`src/rtl/siso_shift_reg.sv`:
```
// Serial-in/serial-out shift register with parallel observability and fill flag.
// Bit 0 of par_q holds the newest sample, bit DEPTH-1 the oldest (driven on q).
module siso_shift_reg #(
  parameter int unsigned DEPTH = 4
) (
  input  logic             clk,
  input  logic             rst,
  input  logic             en,
  input  logic             si,
  output logic             q,
  output logic [DEPTH-1:0] par_q,
  output logic             full
);

  localparam int unsigned     CW      = $clog2(DEPTH + 1);
  localparam logic [CW-1:0]   CNT_MAX = CW'(DEPTH);

  logic [DEPTH-1:0] r_sr;
  logic [CW-1:0]    r_cnt;

  // Shift-and-insert form stays legal for DEPTH=1, where a [DEPTH-2:0] slice would not.
  always_ff @(posedge clk) begin
    if (rst) begin
      r_sr  <= '0;
      r_cnt <= '0;
    end else if (en) begin
      r_sr <= (r_sr << 1) | DEPTH'(si);
      if (r_cnt != CNT_MAX)
        r_cnt <= r_cnt + CW'(1);
    end
  end

  assign q     = r_sr[DEPTH-1];
  assign par_q = r_sr;
  assign full  = (r_cnt == CNT_MAX);

endmodule

```
`config.mk`:
```
export PLATFORM = sky130hd
export DESIGN_NAME = siso_shift_reg
export DESIGN_NICKNAME = d
export VERILOG_FILES = /design/src/rtl/siso_shift_reg.sv
export SDC_FILE = /design/constraint.sdc
export NUM_CORES = 1
export LEC_CHECK = 0
export BUFFER_PORTS_ARGS = -buffer_cell sky130_fd_sc_hd__buf_2
export CAP_MARGIN = 20
export CORE_AREA = 2 2 39 41
export DETAILED_ROUTE_END_ITERATION = 8
export DIE_AREA = 0 0 41 43
export GPL_ROUTABILITY_DRIVEN = 0
export GPL_TIMING_DRIVEN = 0
export HOLD_SLACK_MARGIN = 0.03
export SLEW_MARGIN = 20
export SYNTH_ARGS = -nofsm -noshare
export SYNTH_HDL_FRONTEND = slang
export SYNTH_SLANG_ARGS = --single-unit
```
`constraint.sdc`:
```
create_clock -name clk -period 1.4 [get_ports clk]
set_clock_uncertainty 0.2 [all_clocks]
set_input_delay 0.07 -clock clk [delete_from_list [all_inputs] [get_ports clk]]
set_output_delay 0.07 -clock clk [all_outputs]
set_load 0.005 [all_outputs]
```
Word-level counts from Yosys, hierarchy flattened
Cells that the tools add are included.
{ "op_classes": {"reduce_logical": 1, "n_eq_ne": 2, "bitwise_logic": 1, "div": 0, "addsub": 1, "n_shift": 0, "order_cmp": 0, "multipliers": 0, "mux": 0} }
{ "op_table": {"columns": ["cell", "count"], "rows": [
  ["$or 4x1->4", 1],
  ["$add 3x1->3 const B", 1],
  ["$eq 3x3->1 const B", 1],
  ["$ne 3x3->1 const B", 1],
  ["$reduce_and 2->1", 1]
]} }
{ "word_totals": {"memories": 0, "reg_bits": 7, "mem_bits_rw": 0, "mem_bits_ro": 0, "latch_bits": 0, "wordCells": 7, "out_inout_bits": 6} }

Depth between registers and ports, before layout
Gate-level depths: netlist (run 1).
{ "logic_depth": {"word_depth": 2, "ltp_mapped": 4, "mapped_depth_nobuf": 4} }

Worst setup path before layout (run 1)
OpenSTA, ideal clock, no wires.
{ "synth_timing": {"path_type": "flip-flop to flip-flop", "startpoint": "register r_cnt[0]", "endpoint": "register r_cnt[0]", "path_stages_with_launch": 5, "synth_period_minus_slack_ps": 1412, "n_path_buf": 0, "setup_slack_ps": -12, "t_arrival_ps": 1091, "path_cell_list": "dfxtp_1 > inv_1 > ha_1 > a21boi_4 > mux2_4"} }
{ "synth_between": {"elab_chain_len": 2, "word_cells_on_any_way": 3, "cone_classes": "add/sub (1); eq/ne (1); reduce/logical (1)"} }
{ "synth_lines": {"columns": ["item", "line", "text"], "rows": [
  ["start, declared", "19", "logic [CW-1:0] r_cnt;"],
  ["start signal, assigned", "29", "r_cnt <= r_cnt + CW'(1);"],
  ["branches (longest 2 deep; another with $add 3x1->3)", null, null]
]} }
Several ways; the timed one is not identified.
A chain may end at the register's enable or synchronous reset.

Worst setup path in the final report (run 1)
Same ends and word-level chain as after synthesis.

==> impl_metrics.py, run 1 <==
metrics = {
    "global_route": {
        "grt-ovfl-total": 0,
        "grt_pass1_wl_um": 931,
        "grt_max_degree": 10,
        "antenna_found_initial": 0,
        "grt_usage_pct": 8.95,
        "grt_pass1_vias": 224,
    },
    "logic_synthesis": {
        "yosysSeqAreaShare_pct": 40.1,
        "async_reset_ff_share_pct": 0,
        "yosysWarnings": 0,
        "synthTopCellsByArea": "dfxtp_1 40%, mux2i_1 14%, ha_1 7.2%",
        "synth_flop_cell": "dfxtp_1",
        "synth_top_area_share_pct": 40.1,
        "synth_edf_count": 0,
        "syn_nets": 39,
        "ys_ff_latch": 7,
        "synth_cell_types": 15,
        "avgSynthCellArea_um2": 10.6,
        "synth_largest_area_cell": "dfxtp_1",
        "netlist_area_um2": 349,
        "synthCells": 33,
    },
    "floorplan": {
        "floorplan.initialDensity_pct": 25.2,
        "rows": 14,
        "io_pins": 10,
        "core_um2": 1380,
        "die_h_um": 43,
        "dieArea_um2": 1760,
        "die_x_um": 41,
    },
    "pwr": {
        "p_per_area_nw_per_um2": 1000,
        "power_mw": 0.490,
        "irDropWorstVdd_mv": 0.366,
        "p_leak_nw": 0.245,
    },
    "clock_network": {
        "cts_root_buf": "clkbuf_4",
        "cts-htree-levels": 1,
        "clk_pin_slew_ns": 0.06,
        "cts.sinks": 7,
        "numCtsBuffers": 3,
        "clock_latency_ns": 0.26,
        "cts_tree": "yes",
        "cts_buffer_depth": 2,
    },
    "timing": {
        "worstMarginPinSlew_ns": 0.186,
        "fin_setup_tns_ns": 0,
        "finalSetupViolCount": 0,
        "rsz0062_at_grt": "false",
        "timing.fmax_mhz": 729,
        "hold_viol": 0,
        "relSlewSlack_pct": 87.6,
        "period_minus_slack_ns": 1.37,
        "maxSlewViolCount": 0,
        "fin_crit_sh_pct": 97.9,
    },
    "detailed_routing": {
        "dr.pass1.iters": 3,
        "drtAntennaViolNets": 0,
        "vias": 275,
        "drc": 0,
        "wirelength_um": 633,
        "post_drt_wl_per_cell_um": 9.74,
        "first_iter_violations": 1,
        "vias_per_cell": 4.23,
    },
    "finish": {
        "seqCellArea_um2": 143,
        "multi_input_comb_area_um2": 188,
        "diodes": 0,
        "nFillCells": 140,
        "syn2layout_area_growth_pct": 40.5,
        "nNetsFinal": 56,
        "drive_above_1_share_pct": 42.9,
    },
    "worst_setup_path": {
        "ff2ff_path_depth": 4,
        "path_max_fanout": 3,
        "crit_path_start_kind": "register",
        "worstReg2RegEnd": "r_cnt[0]$_SDFFE_PP0P_",
        "end_kind": "register",
        "critPathArrivalTime_ns": 1.32,
        "setup.worst_path.start": "r_cnt[0]$_SDFFE_PP0P_",
        "path_class": "reg -> reg",
        "r2r_setup_slack_ns": 0.03,
        "r2r_start": "r_cnt[0]$_SDFFE_PP0P_",
        "required_ns": 1.35,
    },
    "hold_path": {
        "hold_start": "r_cnt[1]$_SDFFE_PP0P_",
        "hold_path.class": "reg -> reg",
        "hold_path_depth": 2,
        "min_to": "r_cnt[1]$_SDFFE_PP0P_",
    },
    "placed_design": {
        "io_buffers": 7,
    },
    "status": {
        "outcome": "finished clean",
    },
    "run": {
        "maxCapViolations": 0,
    },
}
==> stage by stage <==
stage | hold WS (ns) | instance area, um^2 | cells | worst slack (ns) | util (%)
floorplan | 0.0172 | 352 | 33 | 0.0292 | -
global placement | 0.102 | 407 | 56 | -0.0209 | 29.4
detailed placement | 0.111 | 407 | 56 | -0.0310 | 29.4
CTS | 0.297 | 473 | 64 | 0.0103 | 34.2
global route | 0.320 | 490 | 65 | 0.00401 | 35.4
finish | 0.288 | 490 | 65 | 0.0289 | 35.4
==> where the power goes <==
part / internal [mW] / switching (mW)
sequential: 0.210 / 0.00703
combinational: 0.0485 / 0.0315
clock: 0.109 / 0.0840
==> how the worst max path moves through the flow <==
stage,depth (start not counted),endpoint
after global routing,4,full
after detailed placement,4,r_cnt[0]$_SDFFE_PP0P_
final,4,r_cnt[0]$_SDFFE_PP0P_
after global placement,4,r_cnt[0]$_SDFFE_PP0P_
after CTS,4,full
after floorplan,4,r_cnt[0]$_SDFFE_PP0P_
==> layer usage <==
layer  wire length (um)  GRT usage, %  part of all wire [%]  vias to the layer above
met1                270          9.39                    43                      121
met4                 42          12.0                   6.6                        0
li1                   -             -                     -                      138
met3                 45          3.14                   7.1                        5
met2                274          11.3                    43                       11
met5                  0             0                     0                        -
==> cells in the final DEF (no fill, tap or decap) <==
cell and instances:
and2b_1 1, ha_1 1, clkbuf_4 3, ha_4 1, dfxtp_1 5, mux2_4 1, buf_6 1, dfxtp_2 2
nor3_1 1, mux2i_1 5, clkbuf_1 1, inv_1 2, a21oi_1 1, dlygate4sd3_1 3, nor2_1 5, buf_2 7
nand2b_1 2, buf_4 4, and2_1 1, a21boi_4 1, and4b_2 1
==> worst max-delay path, stage by stage, from the launching register on <==
cell      delay (ns)
dfxtp_2         0.33
inv_1           0.06
ha_4            0.17
a21boi_4        0.18
mux2_4          0.31
==> repair_timing <==
| action | 4_1_cts | 5_1_grt |
|---|---|---|
| hold endpoints to repair | 7 | 0 |
| resized for setup | 2 | 1 |
| hold buffers | 3 | 0 |
| endpoints found under the setup margin | 2 | 2 |
| setup buffers | 1 | 1 |
| cloned | 0 | 0 |
==> cells in the mapped netlist (2+ instances only) <==
cell type,instances
dfxtp_1,7
mux2i_1,5
nor2_1,5
buf_4,2
ha_1,2
inv_1,2
nand2b_1,2
==> state kept, by name, indices dropped and copies added (netlist names) <==
| name | flops |
|---|---|
| par_q | 4 |
| r_cnt | 3 |
==> final cells by class <==
| cell class | instances | area share, % |
|---|---|---|
| well taps | 16 | 4.08 |
| plain buffers | 3 | 5.36 |
| inverters | 2 | 1.53 |
| multi-input cells | 21 | 38.3 |
| repair buffers | 12 | 16.3 |
| clock buffers | 4 | 5.36 |
| flip-flops and latches | 7 | 29.1 |
==> cells by family after synthesis <==
kind of cell | count (synthesis) | share of synthesized area (%)
muxes | 6 | 18.6
AOI/OAI and AO/OA | 2 | 6.81
DFF | 7 | 40.1
adders and majority gates | 2 | 7.17
and+or+nand+nor | 11 | 17.6
buffers and inverters | 5 | 9.68
(Power assumes the default switching activity.)
==> run 2: changes to the inputs <==
==> constraint.sdc (replaced) <==
create_clock -name clk -period 1.4 [get_ports clk]
set_clock_uncertainty 0.2 [all_clocks]
set_input_delay 0.07 -clock clk [delete_from_list [all_inputs] [get_ports clk]]
set_output_delay 0.07 -clock clk [all_outputs]
set_load 0.02 [all_outputs]
==> impl_metrics.py, run 2 (synthesis gave the netlist of run 1 again) <==
metrics = {
    "pwr": {
        "p_seq_share_pct": 43.9,
        "sw_frac_of_total_pct": 25.1,
        "power_mw": 0.492,
        "irDropWorstVdd_mv": 0.375,
        "clockPowerShare_pct": 38.4,
        "power_frac_comb_pct": 17.6,
        "p_leak_nw": 0.247,
        "p_per_area_nw_per_um2": 986,
        "internal_power_mw": 0.369,
        "p_sw_mw": 0.124,
    },
    "placed_design": {
        "placed_area_um2": 407,
        "dp_cells": 56,
        "io_buffers": 7,
    },
    "timing": {
        "relSlewSlack_pct": 87.7,
        "fin_setup_tns_ns": 0,
        "fin_crit_sh_pct": 97.1,
        "timing.fmax_mhz": 736,
        "rsz0062_at_grt": "false",
        "hold_viol": 0,
        "period_minus_slack_ns": 1.36,
        "finalSetupViolCount": 0,
        "maxSlewViolCount": 0,
        "worstMarginPinSlew_ns": 0.184,
    },
    "finish": {
        "drive_above_1_share_pct": 44.9,
        "final_cells": 65,
        "diodes": 0,
        "final_area_um2": 499,
        "final_common_cell": "buf_2",
        "final_cell_mix": "6 x buf_2, 5 x mux2i_1, 5 x nor2_1, 5 x dfxtp_1, 4 x buf_4",
        "nNetsFinal": 56,
        "final_util_pct": 36.1,
        "syn2layout_area_growth_pct": 43.0,
        "largest_register_ffs": 4,
    },
    "worst_setup_path": {
        "crit_path_start_kind": "register",
        "critPathArrivalTime_ns": 1.30,
        "end_kind": "register",
        "required_ns": 1.34,
        "worstReg2RegEnd": "r_cnt[0]$_SDFFE_PP0P_",
        "path_class": "reg -> reg",
        "r2r_start": "r_cnt[0]$_SDFFE_PP0P_",
        "setup.worst_path.start": "r_cnt[0]$_SDFFE_PP0P_",
        "path_max_fanout": 3,
        "crit_path_end": "r_cnt[0]$_SDFFE_PP0P_",
        "ff2ff_path_depth": 4,
        "r2r_setup_slack_ns": 0.04,
    },
    "detailed_routing": {
        "drc": 0,
        "vias": 272,
        "dr.pass1.iters": 4,
        "post_drt_wl_per_cell_um": 9.60,
        "drtAntennaViolNets": 0,
        "wirelength_um": 624,
        "first_iter_violations": 2,
        "vias_per_cell": 4.18,
    },
    "clock_network": {
        "cts-htree-levels": 1,
        "cts_root_buf": "clkbuf_4",
        "numCtsBuffers": 3,
        "cts.sinks": 7,
        "clk_pin_slew_ns": 0.06,
        "cts_buffer_depth": 2,
        "clock_latency_ns": 0.25,
        "cts_tree": "yes",
    },
    "floorplan": {
        "rows": 14,
        "io_pins": 10,
        "floorplan.initialDensity_pct": 25.2,
        "die_h_um": 43,
        "die_x_um": 41,
        "core_um2": 1380,
        "dieArea_um2": 1760,
    },
    "hold_path": {
        "hold_path.class": "reg -> reg",
    },
    "run": {
        "maxCapViolations": 0,
    },
    "global_route": {
        "grt_max_degree": 10,
        "grt_pass1_vias": 234,
        "grt-ovfl-total": 0,
        "grt_usage_pct": 9.05,
        "grt_pass1_wl_um": 952,
        "antenna_found_initial": 0,
    },
    "status": {
        "outcome": "finished clean",
    },
}
-- run 2: worst min path at each step --
| stage | to | slack (ns) | startpoint | cells past startpoint |
|---|---|---|---|---|
| 2_1_floorplan | par_q[0]$_SDFFE_PP0P_ | 0.02 | si | 2 |
| 3_3_place_gp | par_q[0]$_SDFFE_PP0P_ | 0.10 | si | 3 |
| 3_5_place_dp | par_q[2]$_SDFFE_PP0P_ | 0.11 | rst | 2 |
| 4_1_cts | par_q[1]$_SDFFE_PP0P_ | 0.32 | par_q[1]$_SDFFE_PP0P_ | 2 |
| 5_1_grt | par_q[1]$_SDFFE_PP0P_ | 0.36 | par_q[1]$_SDFFE_PP0P_ | 2 |
| 6_report | par_q[3]$_SDFFE_PP0P_ | 0.32 | par_q[3]$_SDFFE_PP0P_ | 2 |
-- run 2: timing repair --
item	CTS	global route
setup buffers	2	0
setup endpoints to repair	2	1
hold endpoints to repair	7	0
pin swaps	1	0
gates resized for setup	5	1
hold buffers	3	0
-- run 2: cell type report --
cell class,instances,area [um^2]
fillers,139,885
clock buffers,4,26.3
inverters,2,7.51
flip-flops and latches,7,143
well taps,16,20.0
repair buffers,12,86.3
plain buffers,3,26.3
multi-input cells,21,190
-- run 2: worst max-delay path: stages (launching register included) --
cell and delay [ns]:
dfxtp_2 0.33, inv_1 0.06, ha_4 0.17, a21boi_4 0.17, mux2_4 0.31
-- run 2: power groups by stage --
stage | sequential (mW) | combinational, mW | clock [mW]
2_1_floorplan | 0.224 | 0.0473 | 0
4_1_cts | 0.216 | 0.0868 | 0.198
5_1_grt | 0.217 | 0.0943 | 0.212
3_3_place_gp | 0.221 | 0.0612 | 0
3_5_place_dp | 0.221 | 0.0623 | 0
6_report | 0.216 | 0.0869 | 0.189
-- run 2: per-layer routing --
metal	wire length, um	track usage [%]	share of wire, %
met3	37	3.14	5.9
met5	0	0	0
met1	264	9.39	42
met2	306	11.6	49
met4	15	12.0	2.4
-- run 2: stage by stage --
step	hold WS, ns	setup WS [ns]
after global placement	0.102	-0.0209
after floorplan	0.0172	0.0292
final	0.323	0.0409
after detailed placement	0.111	-0.0310
after global routing	0.357	0.000480
after CTS	0.323	0.0117
==> run 3: changes to the inputs <==
--- a/config.mk
+++ b/config.mk
@@ -8,6 +8,7 @@
 export BUFFER_PORTS_ARGS = -buffer_cell sky130_fd_sc_hd__buf_2
 export CAP_MARGIN = 20
 export CORE_AREA = 2 2 39 41
+export CTS_CLUSTER_DIAMETER = 80
 export DETAILED_ROUTE_END_ITERATION = 8
 export DIE_AREA = 0 0 41 43
 export GPL_ROUTABILITY_DRIVEN = 0
==> constraint.sdc (replaced) <==
create_clock -name clk -period 1.4 [get_ports clk]
set_clock_uncertainty 0.2 [all_clocks]
set_input_delay 0.28 -clock clk [delete_from_list [all_inputs] [get_ports clk]]
set_output_delay 0.28 -clock clk [all_outputs]
set_load 0.02 [all_outputs]
==> impl_metrics.py, run 3 (synthesis gave the netlist of run 1 again) <==
metrics = {
    "status": {
        "outcome": "complete, but fails checks",
        "violations": "negative setup slack",
    },
    "worst_setup_path": {
        "crit_path_start_kind": "register",
        "ff2ff_path_depth": 5,
        "crit_path_cell_trace": "inv_2, ha_4, and2_4, buf_6",
        "r2r_setup_slack_ns": -0.05,
        "path_max_fanout": 2,
        "slowest_stage": "dfxtp_2",
        "critPathArrivalTime_ns": 1.07,
        "required_ns": 0.92,
        "end_kind": "output port",
        "critPathMaxStageDelay_ns": 0.34,
        "path_class": "reg -> out",
    },
    "pwr": {
        "power_mw": 0.497,
        "p_leak_nw": 0.245,
        "irDropWorstVdd_mv": 0.377,
        "internal_power_mw": 0.370,
        "clockPowerShare_pct": 38.3,
        "sw_frac_of_total_pct": 25.6,
        "p_seq_share_pct": 43.8,
        "p_per_area_nw_per_um2": 1020,
        "power_frac_comb_pct": 17.9,
        "p_sw_mw": 0.127,
    },
    "detailed_routing": {
        "drtAntennaViolNets": 0,
        "wirelength_um": 667,
        "drc": 0,
        "vias": 273,
        "dr.pass1.iters": 4,
        "post_drt_wl_per_cell_um": 10.4,
        "first_iter_violations": 4,
        "vias_per_cell": 4.27,
    },
    "global_route": {
        "grt-ovfl-total": 0,
        "grt_max_degree": 10,
        "grt_pass1_wl_um": 1040,
        "grt_usage_pct": 10.1,
        "grt_pass1_vias": 244,
        "antenna_found_initial": 0,
    },
    "clock_network": {
        "numCtsBuffers": 3,
        "cts-htree-levels": 1,
        "clk_pin_slew_ns": 0.06,
        "clock_latency_ns": 0.25,
        "cts_buffer_depth": 2,
        "cts_root_buf": "clkbuf_4",
        "cts_tree": "yes",
        "cts.sinks": 7,
    },
    "run": {
        "maxCapViolations": 0,
    },
    "finish": {
        "nNetsFinal": 55,
        "final_cells": 64,
        "syn2layout_area_growth_pct": 39.8,
        "final_common_cell": "buf_2",
        "final_area_um2": 488,
        "largest_register_ffs": 4,
        "drive_above_1_share_pct": 54.2,
        "final_cell_mix": "6 x buf_2, 5 x buf_4, 5 x mux2i_1, 5 x nor2_1, 5 x dfxtp_1",
        "final_util_pct": 35.3,
        "diodes": 0,
    },
    "timing": {
        "fin_setup_tns_ns": -0.197,
        "relSlewSlack_pct": 86.8,
        "whs_ns": 0.0542,
        "maxSlewViolCount": 0,
        "fin_crit_sh_pct": 110,
        "hold_viol": 0,
        "period_minus_slack_ns": 1.55,
        "finalWorstSetupSlack_ns": -0.145,
        "worstMarginPinSlew_ns": 0.198,
        "rsz0062_at_grt": "true",
        "finalSetupViolCount": 2,
        "timing.fmax_mhz": 647,
    },
    "floorplan": {
        "dieArea_um2": 1760,
        "io_pins": 10,
        "die_x_um": 41,
        "die_h_um": 43,
        "rows": 14,
        "floorplan.initialDensity_pct": 25.2,
        "core_um2": 1380,
    },
    "placed_design": {
        "io_buffers": 7,
        "dp_cells": 56,
        "placed_area_um2": 407,
        "post-place-ws_ns": -0.0310,
    },
    "hold_path": {
        "hold_path_depth": 2,
        "hold_path.class": "in -> reg",
    },
}
==> run 3: cell types whose count changed in the layout (fill, tap and decap cells not counted) <==
cell	before	now
dlygate4sd3_1	3	0
inv_1	2	0
inv_2	0	2
buf_4	4	5
buf_6	2	3
==> run 3: timing repair <==
| item | CTS | global route |
|---|---|---|
| resized for setup | 8 | 1 |
| endpoints found under the setup margin | 2 | 3 |
| hold buffers | 0 | 0 |
| pin swaps | 2 | 0 |
| setup buffers | 4 | 0 |
==> run 3: worst paths after layout <==
path | from | end
max | r_cnt[0]$_SDFFE_PP0P_ | full
min | rst | par_q[1]$_SDFFE_PP0P_
max reg2reg | r_cnt[0]$_SDFFE_PP0P_ | r_cnt[0]$_SDFFE_PP0P_
min reg2reg | par_q[3]$_SDFFE_PP0P_ | par_q[3]$_SDFFE_PP0P_
==> run 3: final cells by class <==
cell class                 count  area, um^2
timing repair buffer          11        75.1
tap                           16        20.0
inverter                       2        7.51
clock buffer                   4        26.3
multi-input combinational     21         190
fill                         138         896
sequential                     7         143
buffer                         3        26.3
==> run 3: metal layers <==
layer | global-route usage [%] | up-vias | part of all wire [%]
met5 | 0 | - | 0
met4 | 12.0 | 0 | 2.2
met3 | 3.14 | 2 | 6.6
met2 | 13.4 | 10 | 50
met1 | 10.7 | 125 | 41
li1 | - | 136 | -
==> run 3: worst max-delay path, delay by kind of cell (launching register included) <==
kind,cells,cell delay [ns]
adders and majority gates,1,0.15
buffers and inverters,2,0.16
DFF,1,0.34
and+or+nand+nor,1,0.15
==> run 3: power groups by stage <==
stage	logic [mW]	registers [mW]	clock network [mW]
CTS	0.0865	0.217	0.198
finish	0.0890	0.218	0.190
floorplan	0.0473	0.224	0
global placement	0.0612	0.221	0
global route	0.0977	0.218	0.212
detailed placement	0.0623	0.221	0
